<file path="src/rtl/fetch_unit_pkg.sv">
// Purpose: shared types and constants for the instruction fetch unit.
// Latency: n/a (declarations only).
// Backpressure: n/a.
package fetch_unit_pkg;

  // Fetch sequencer states.
  typedef enum logic [1:0] {
    ST_BOOT  = 2'd0,
    ST_FETCH = 2'd1,
    ST_HALT  = 2'd2
  } fetch_state_t;

  // Opcode nibble that stops the fetch stream.
  localparam logic [3:0] HALT_OPCODE = 4'hF;
  localparam int         OPC_LSB     = 28;
  localparam int         OPC_W       = 4;

  // Low bit of each register-address field inside an instruction word.
  localparam int RD_LSB = 24;
  localparam int RS_LSB = 20;
  localparam int RX_LSB = 16;
  localparam int RK_LSB = 12;

endpackage

</file>
<file path="src/rtl/fetch_unit.sv">
// Purpose: sequential instruction fetch with branch redirect and HALT detection.
// Latency: instr/PCo/instr_valid update 1 cycle after imem_ack; one instr per cycle on zero-wait memory.
// Backpressure: stall holds a valid instr and suppresses imem_req; branch_taken overrides stall.
//
// Ports:
//   clk, rst_n                  clock, asynchronous active-low reset
//   stall                       downstream not ready
//   branch_taken/branch_target  redirect request and address
//   imem_req/imem_addr          fetch request and address to instruction memory
//   imem_ack/imem_rdata         memory response (only honoured while imem_req=1)
//   instr/instr_valid/PCo       registered instruction, its valid flag and its address
//   RD/RS/RX/RK                 register-address fields sliced from instr
//   halted                      HALT instruction has been captured
module fetch_unit
  import fetch_unit_pkg::*;
#(
  parameter int             BUS      = 32,
  parameter int             DIR      = 4,
  parameter logic [BUS-1:0] RESET_PC = 32'h0000_0000
) (
  input  logic           clk,
  input  logic           rst_n,
  input  logic           stall,
  input  logic           branch_taken,
  input  logic [BUS-1:0] branch_target,
  output logic           imem_req,
  output logic [BUS-1:0] imem_addr,
  input  logic           imem_ack,
  input  logic [BUS-1:0] imem_rdata,
  output logic [BUS-1:0] instr,
  output logic           instr_valid,
  output logic [BUS-1:0] PCo,
  output logic [DIR-1:0] RD,
  output logic [DIR-1:0] RS,
  output logic [DIR-1:0] RX,
  output logic [DIR-1:0] RK,
  output logic           halted
);

  fetch_state_t   state;
  fetch_state_t   state_nxt;
  logic [BUS-1:0] pc;
  logic           redirect;
  logic           capture;
  logic           consume;
  logic           rdata_is_halt;

  // A held (stalled) instruction blocks new requests; an unstalled one can be
  // replaced in the same cycle, giving back-to-back fetches.
  assign imem_req  = (state == ST_FETCH) && !(instr_valid && stall);
  assign imem_addr = pc;

  // HALT is terminal: redirects are ignored there.
  assign redirect      = branch_taken && (state != ST_HALT);
  assign capture       = imem_req && imem_ack && !redirect;
  assign consume       = instr_valid && !stall;
  assign rdata_is_halt = (imem_rdata[OPC_LSB +: OPC_W] == HALT_OPCODE);

  assign halted = (state == ST_HALT);

  assign RD = instr[RD_LSB +: DIR];
  assign RS = instr[RS_LSB +: DIR];
  assign RX = instr[RX_LSB +: DIR];
  assign RK = instr[RK_LSB +: DIR];

  always_comb begin
    state_nxt = state;
    case (state)
      ST_BOOT:  state_nxt = ST_FETCH;
      ST_FETCH: if (capture && rdata_is_halt) state_nxt = ST_HALT;
      ST_HALT:  state_nxt = ST_HALT;
      default:  state_nxt = ST_BOOT;
    endcase
  end

  always_ff @(posedge clk or negedge rst_n) begin
    if (!rst_n) begin
      state       <= ST_BOOT;
      pc          <= RESET_PC;
      instr       <= '0;
      PCo         <= '0;
      instr_valid <= 1'b0;
    end else begin
      state <= state_nxt;
      if (redirect) begin
        // Any response arriving with the redirect belongs to the old stream.
        pc          <= branch_target;
        instr_valid <= 1'b0;
      end else if (capture) begin
        instr       <= imem_rdata;
        PCo         <= pc;
        instr_valid <= 1'b1;
        pc          <= pc + BUS'(4);
      end else if (consume) begin
        instr_valid <= 1'b0;
      end
    end
  end

endmodule
</file>
<file path="config.mk">
export PLATFORM = sky130hd
export DESIGN_NAME = fetch_unit
export DESIGN_NICKNAME = d
export VERILOG_FILES = /design/src/rtl/fetch_unit_pkg.sv /design/src/rtl/fetch_unit.sv
export SDC_FILE = /design/constraint.sdc
export NUM_CORES = 1
export LEC_CHECK = 0
export CORE_MARGIN = 2
export CORE_UTILIZATION = 47
export DETAILED_ROUTE_END_ITERATION = 8
export PLACE_DENSITY = 0.84
export SLEW_MARGIN = 20
export SYNTH_ARGS = -nofsm -noshare
export SYNTH_HDL_FRONTEND = slang
export SYNTH_SLANG_ARGS = --single-unit
</file>
<file path="constraint.sdc">
create_clock -name clk -period 6.32 [get_ports clk]
set_input_delay 0.632 -clock clk [delete_from_list [all_inputs] [get_ports clk]]
set_output_delay 0.632 -clock clk [all_outputs]
set_load 0.01 [all_outputs]
</file>
# Yosys cells after proc, flatten, opt, wreduce, memory -nomap -nowiden
# Index checks and enable logic that the tools add are counted.
[totals]
register_bits = 99
latch_bits = 0
ram_bits = 0
mem_bits_ro = 0
inputBits = 69
output_inout_bits = 115
wordCells = 33
memories = 0
[op_classes]
n_addsub = 1
multipliers = 0
n_div = 0
n_lt_le_gt_ge = 0
eq_ne = 5
shifts = 0
n_mux = 7
bitwise_logic = 1
n_reduce_logical = 14
[ops]
columns = ["operator", "n"]
rows = [
  ["2-to-1 mux 32 bit", 2],
  ["adder 32 x 3 -> 32 bit, second input constant", 1],
  ["logical AND 1 bit", 7],
  ["one-hot mux 2 bit (3 select lines)", 1],
  ["== test 4 bit, second input constant", 1],
  ["logical NOT 1 bit", 3],
  ["2-to-1 mux 1 bit", 3],
  ["nonzero test 3 bit", 1],
  ["== test 2 x 1 -> 1 bit, second input constant", 1],
  ["== test 2 bit, second input constant", 1],
  ["logical NOT 2 bit", 1],
  ["2-to-1 mux 2 bit", 1],
  ["inequality test 2 x 1 -> 1 bit, second input constant", 1],
  ["inequality test 2 bit, second input constant", 1],
  ["AND reduction 2 bit", 1],
  ["nonzero test 2 bit", 1],
  ["inverter 1 bit", 1],
]

# Longest topological paths before layout
# Gate-level depths: netlist (run 1).
[depth]
word_depth = 8
mapped_depth = 9
ltp_nobuf = 7

# Worst setup path before layout (run 1)
# No wires, ideal clock.
[synth_timing]
path_type = "input to register"
from = "input stall"
to = "register state[0]"
setup_ns = 0.125
arrival_time_ns = 2.061
slack_ns = 4.134
stages = 6
path_buffers = 1
path_cell_list = "a21boi_1 > and2_1 > buf_2 > nand2_1 > o21ai_0 > mux2_2"
[synth_between]
elab_chain_len = 7
[synth_lines]
columns = ["element", "line_no", "rtl"]
rows = [
  ["start, declared", "fetch_unit.sv:23", "input logic stall,"],
  ["logical AND 1 bit", "fetch_unit.sv:50", "assign imem_req = (state == ST_FETCH) && !(instr_valid && stall);"],
  ["logical NOT 1 bit", "fetch_unit.sv:50", ""],
  ["logical AND 1 bit", "fetch_unit.sv:50", ""],
  ["logical AND 1 bit (2 in a row)", "fetch_unit.sv:55", "assign capture = imem_req && imem_ack && !redirect;"],
  ["logical AND 1 bit", "fetch_unit.sv:70", "ST_FETCH: if (capture && rdata_is_halt) state_nxt = ST_HALT;"],
  ["inequality test 2 x 1 -> 1 bit (no source line)", "-", ""],
  ["end signal, assigned", "fetch_unit.sv:84", "state <= state_nxt;"],
  ["end, declared", "fetch_unit.sv:40", "fetch_state_t state;"],
]
# Every way passes these cells.
# A chain may end at the register's enable or synchronous reset.

# Final worst setup path (run 1)
# Same ends and word-level chain as after synthesis.

==> out/metrics.cfg, run 1 <==
[synth]
yosysMostFrequentCell=dfrtp_1
synthFlopType=dfrtp_1
async_flop_share_pct=100.0
synth_top_area_cell=dfrtp_1
synth_cell_types=36
synth_commonest_cells=dfrtp_1, mux2_2, nand2_1
synth_area_leaders=dfrtp_1, mux2_2, xnor2_1
yosys_warnings=0
ys_seq_area_share_pct=55.06
synth-seq-cells=99
syn-num-nets=459
netlist.area_leader.share_pct=55.06
synth_area_um2=4499
synth_edf_count=0
postSynthAreaPerCell_um2=11.66
synth_cells=386

[timing]
fin_worst_skew_ps=14.88
setup_viol=0
fin_tns_setup_ps=0
tightest_slew_ps=913.8
maxSlewViolCount=0
slew_headroom_pct=39.08
rsz0062_at_grt=false
min_period_ps=3107
hold_viol=0
fin_crit_sh_pct=49.17
max_freq_mhz=321.8

[pwr]
clockPowerShare_pct=14.0
p_sw_mw=1.073
p_leak_nw=2.641
seqPwrFrac_pct=38.3
finalPower_mw=3.164
comb_power_share_pct=47.8
power_density_nw_per_um2=485.1
ir_drop_v=0.0002410
switching_share_pct=33.90
internal-power_mw=2.091

[floorplan]
die_area_um2=10370
initial_core_util_pct=48.46
core.rowCount=35
core-area_um2=9284
die_h_um=101.8
pin_count=184
die_w_um=101.8

[placed_design]
portBuffers=183
placed_cell_area_um2=6305
post-dp-hpwl_mm=8.095
dp.cells=664
gp_congestion=0.8431

[worst_setup_path]
end_kind=register
cp_slowest_stage_delay_ps=450
regToRegSetupSlack_ps=3270
cp_num_buf_inv=2
cp.required_ps=6550
slowest_stage=buf_4
critPathKind=input port to register
cp_max_fo=42
arrival_ps=3330
crit_chain=clkdlybuf4s50_1 -> a21boi_1 -> and2_1 -> nand2_2 -> buf_4 -> o21ai_0 -> mux2_2
critPathTopFamily=buffers and inverters
start_kind=input port

[cells_and_area]
multi_input_area_um2=1780
final_cells=679
final_cell_area_um2=6521
seqCellArea_um2=2477
area_growth_pct=44.94
diodes=0
final_util_pct=70.24
drive_gt1_share_pct=16.55
layout.nets=619
n_fill_cell=705

[clock_tree]
clock_path_buffers=2
root_buffer=clkbuf_8
h-tree-depth=3
ctsResizeCount=0
cts_buffers=9
cts_sinks=99
clkTransAtPathRegs_ps=100
holdBufCountCts=0
insertion_delay_ps=350
postCtsSetupBuffers=0
cts_tree=built

[routing]
drcViolationCount=0
drt_wl_total_mm=11.03
drt-wirelength-per-cell_um=16.24
drt_iter0_drc=87
vias_per_cell=5.109
first_pass_iters=4
antenna_left=0
vias=3469

[grt]
grt_pass1_wl_mm=17.54
grt_max_degree=74
grt_pass1_vias=3481
antenna_found_initial=0
grt_use_total_pct=21.60
grt-ovfl-total=0

[min_path]
hp-class=input port to asynchronous set/reset pin

[flow_run]
maxCapViolCount=0

[run_status]
status=complete, no violations

## cells in the final DEF, fill, tap and decap left out, types with 2 or more instances in the layout
| cell type | instances |
|---|---|
| clkdlybuf4s50_1 | 182 |
| dfrtp_1 | 99 |
| mux2_2 | 60 |
| nand2_1 | 49 |
| xnor2_1 | 25 |
| o21ai_0 | 21 |
| o21ai_1 | 12 |
| nand4_1 | 10 |
| clkbuf_8 | 10 |
| nor3_1 | 8 |
| inv_1 | 7 |
| nor2_1 | 7 |
| nand3_1 | 6 |
| nor4_2 | 6 |
| nor4_1 | 6 |
| and3_1 | 5 |
| a21oi_1 | 5 |
| ha_1 | 4 |
| buf_4 | 4 |
| xor2_1 | 3 |
| and4_1 | 2 |
| clkinvlp_4 | 2 |
| bufinv_16 | 2 |
## final cells by class
type                    count  area share, %
clock buffers              11          2.168
clock inverters             4          1.151
inverters                   9         0.5180
multi-input cells         241          27.30
flip-flops and latches     99          37.99
well taps                 129          2.475
repair buffers            186          28.40
## path summary, 6_finish.rpt
check,start,endpoint,cells past startpoint
setup reg to reg,state[1],state[0],8
hold / removal,rst_n,imem_addr[21],1
min in group clk,PCo[11],PCo[11],2
setup / recovery,stall,state[0],7
hold reg to reg,PCo[11],PCo[11],2
max in group asynchronous,rst_n,PCo[0],2
## metal layers
| metal | track usage [%] | vias to the layer above | share of wire, % |
|---|---|---|---|
| met1 | 27.38 | 1690 | 40 |
| met3 | 4.172 | 18 | 6.3 |
| met2 | 37.10 | 130 | 51 |
| li1 | - | 1631 | - |
| met5 | 0 | - | 0 |
| met4 | 7.795 | 0 | 2.2 |
## worst register-to-register path: cells and delay by family, from the launching register on
kind | cells | cell delay [ps]
buf+inv | 2 | 540
flops | 1 | 400
compound gates | 2 | 670
mux | 1 | 370
fa+ha+maj | 1 | 180
simple gates | 2 | 780
## power groups by stage
stage	registers, mW	logic [mW]	clock network (mW)
global route	1.26	1.63	0.481
CTS	1.21	1.53	0.452
global placement	1.21	1.49	0
finish	1.21	1.51	0.442
floorplan	1.31	0.583	0
detailed placement	1.22	1.53	0
## per-stage QoR
stage,setup WS (ps),hold slack [ps]
floorplan,4134,336.4
global placement,2967,462.4
detailed placement,2849,469.1
CTS,3207,168.1
global route,2990,177.1
finish,3213,165.7
## kinds of logic (layout without fill, tap and decap cells)
group	after synthesis	count (layout)	share of synthesized area, %
buf+inv	46	210	5.590
xor+xnor	28	28	5.451
compound gates	41	41	4.755
flops	99	99	55.06
fa+ha+maj	4	4	1.112
mux	61	61	15.24
simple gates	107	107	12.79
## registers in the layout, indices dropped and copies added, names as in the netlist
| name | cells |
|---|---|
| imem_addr | 32 |
| PCo | 32 |
| state | 2 |
| instr_valid | 1 |
| instr | 32 |
(Power assumes the default switching activity.)
==> run 2, diff against run 1 <==
Settings changed: CORE_UTILIZATION 47 to 39, PLACE_DENSITY 0.84 to 0.75.
Clock period 6.32 ns to 2.5 ns, I/O delays scaled along.
==> run 2 against run 1 <==
Sequential share of layout area down 1.0 points. Count of clock-buffer cells in the layout up 2. Critical path type is now register to register. Largest power group unchanged. Combinational power rose to 2.6 times the previous value. Critical endpoint is now state[1]. Clock skew down 10 ps. Largest cell class unchanged.
==> out/metrics.cfg, run 2 (same netlist as run 1, synthesis figures left out) <==
[run_status]
status=complete, no violations  ; unchanged

[grt]
grt_use_total_pct=17.98  ; was 21.60%
grt_pass1_vias=3512  ; was 3481
grt_pass1_wl_mm=17.85  ; was 17.54 mm
antenna_found_initial=0  ; unchanged
grt-ovfl-total=0  ; unchanged
grt_max_degree=63  ; was 74

[timing]
fin_tns_setup_ps=0  ; unchanged
fin_worst_skew_ps=4.534  ; was 14.88 ps
min_period_ps=2271
rsz0062_at_grt=false  ; unchanged
slew_headroom_pct=65.68  ; was 39.08%
maxSlewViolCount=0  ; unchanged
whs_ps=429.5  ; was 165.7 ps
hold_viol=0  ; unchanged
max_freq_mhz=440.3
fin_crit_sh_pct=90.86
tightest_slew_ps=513.4  ; was 913.8 ps
setup_viol=0  ; unchanged

[pwr]
power_density_nw_per_um2=1243  ; was 485.1 nW/um^2
finalPower_mw=8.336  ; was 3.164 mW
p_leak_nw=2.730  ; was 2.641 nW
ir_drop_v=0.0006400  ; was 0.0002410 V

[routing]
drcViolationCount=0  ; unchanged
vias_per_cell=5.000  ; was 5.109
routed-wl-met3_um=734  ; was 698 um
antenna_left=0  ; unchanged
drt-wirelength-per-cell_um=15.73  ; was 16.24 um
drt_wl_total_mm=11.01  ; was 11.03 mm
drt_iter0_drc=113  ; was 87
top_layer=met4  ; unchanged
vias=3500  ; was 3469
first_pass_iters=4  ; unchanged
drt-met1-wl_mm=4.771  ; was 4.457 mm
met2_length_mm=5.361  ; was 5.630 mm

[worst_setup_path]
end_kind=register  ; unchanged
cp_max_fo=14  ; was 42
cp.required_ps=2720  ; was 6550 ps
arrival_ps=2490  ; was 3330 ps
critPathKind=register to register  ; was input port to register
start_kind=register  ; was input port

[floorplan]
pin_count=184  ; unchanged
die_area_um2=12410  ; was 10370 um^2
core-area_um2=11320  ; was 9284 um^2
die_h_um=111.4  ; was 101.8 um
die_w_um=111.4  ; was 101.8 um
core.rowCount=39  ; was 35
initial_core_util_pct=39.74  ; was 48.46%

[min_path]
hp-class=input port to asynchronous set/reset pin  ; unchanged

[clock_tree]
clkTransAtPathRegs_ps=60  ; was 100 ps
cts_buffers=9  ; unchanged
insertion_delay_ps=340  ; was 350 ps
h-tree-depth=3  ; unchanged
clock_path_buffers=2  ; unchanged
root_buffer=clkbuf_16  ; was clkbuf_8
cts_sinks=99  ; unchanged
cts_tree=built  ; unchanged

[cells_and_area]
final_common_cell=clkdlybuf4s50_1  ; unchanged
final_cells=700  ; was 679
most-common-layout-cells=clkdlybuf4s50_1, dfrtp_1, mux2_2  ; unchanged
layout.nets=625  ; was 619
area_growth_pct=49.05  ; was 44.94%
n_fill_cell=965  ; was 705
diodes=0  ; unchanged
drive_gt1_share_pct=17.24  ; was 16.55%

[placed_design]
dp.cells=683  ; was 664
portBuffers=183  ; unchanged
gp_congestion=0.8034  ; was 0.8431
post-dp-hpwl_mm=8.180  ; was 8.095 mm

[flow_run]
maxCapViolCount=0  ; unchanged

-- run 2: metrics by stage --
| step | setup slack [ps] | cell area (um^2) | utilization (%) |
|---|---|---|---|
| after floorplan | 345.6 | 4499 | - |
| after global placement | 377.8 | 6390 | 56.44 |
| after detailed placement | 230.2 | 6390 | 56.44 |
| after CTS | 242.0 | 6706 | 59.24 |
| after global routing | 137.2 | 6706 | 59.24 |
| final | 228.6 | 6706 | 59.24 |
-- run 2: final timing paths --
kind                                   from  slack [ps]             to  depth (start not counted)
min in group clk           branch_target[1]         440   imem_addr[1]                          3
min reg2reg                         PCo[11]         490        PCo[11]                          2
max                                state[1]         230       state[1]                          7
max in group asynchronous             rst_n        1370  imem_addr[25]                          3
min                                   rst_n         430        PCo[23]                          2
max reg2reg                        state[1]         230       state[1]                          7
-- run 2: area by class of cell --
cell class / count / area, um^2 / area share [%]
inverter: 9 / 33.78 / 0.5037
clock buffer: 13 / 260.3 / 3.881
clock inverter: 3 / 46.29 / 0.6903
timing repair buffer: 192 / 1924 / 28.69
sequential: 99 / 2477 / 36.94
tap: 143 / 178.9 / 2.668
multi-input combinational: 241 / 1785 / 26.62
-- run 2: report_power, final --
group          leakage, nW  internal, mW  total, mW  switching, mW
registers             1.21          2.38       3.06          0.685
clock network        0.146         0.833       1.41          0.579
logic                 1.37          2.36       3.86           1.50
-- run 2: layer usage --
metal  vias up  GRT usage, %
li1       1654             -
met2       138         29.47
met4         0         5.844
met5         -             0
met1      1695         23.06
met3        13         5.335
-- run 2: worst max-delay path, cell delays in order, from the launching register on --
cell and delay (ps):
dfrtp_1 390, inv_1 80, ha_1 170, a21boi_1 390, and2_1 260, nand2_4 160, o21ai_0 330, mux2_2 370
-- run 2: timing repair --
action / CTS / global route
setup endpoints to repair: 0 / 0
buffers inserted: 0 / 0
hold buffers: 1 / 0
hold endpoints to repair: 37 / 0
gates resized for setup: 0 / 0
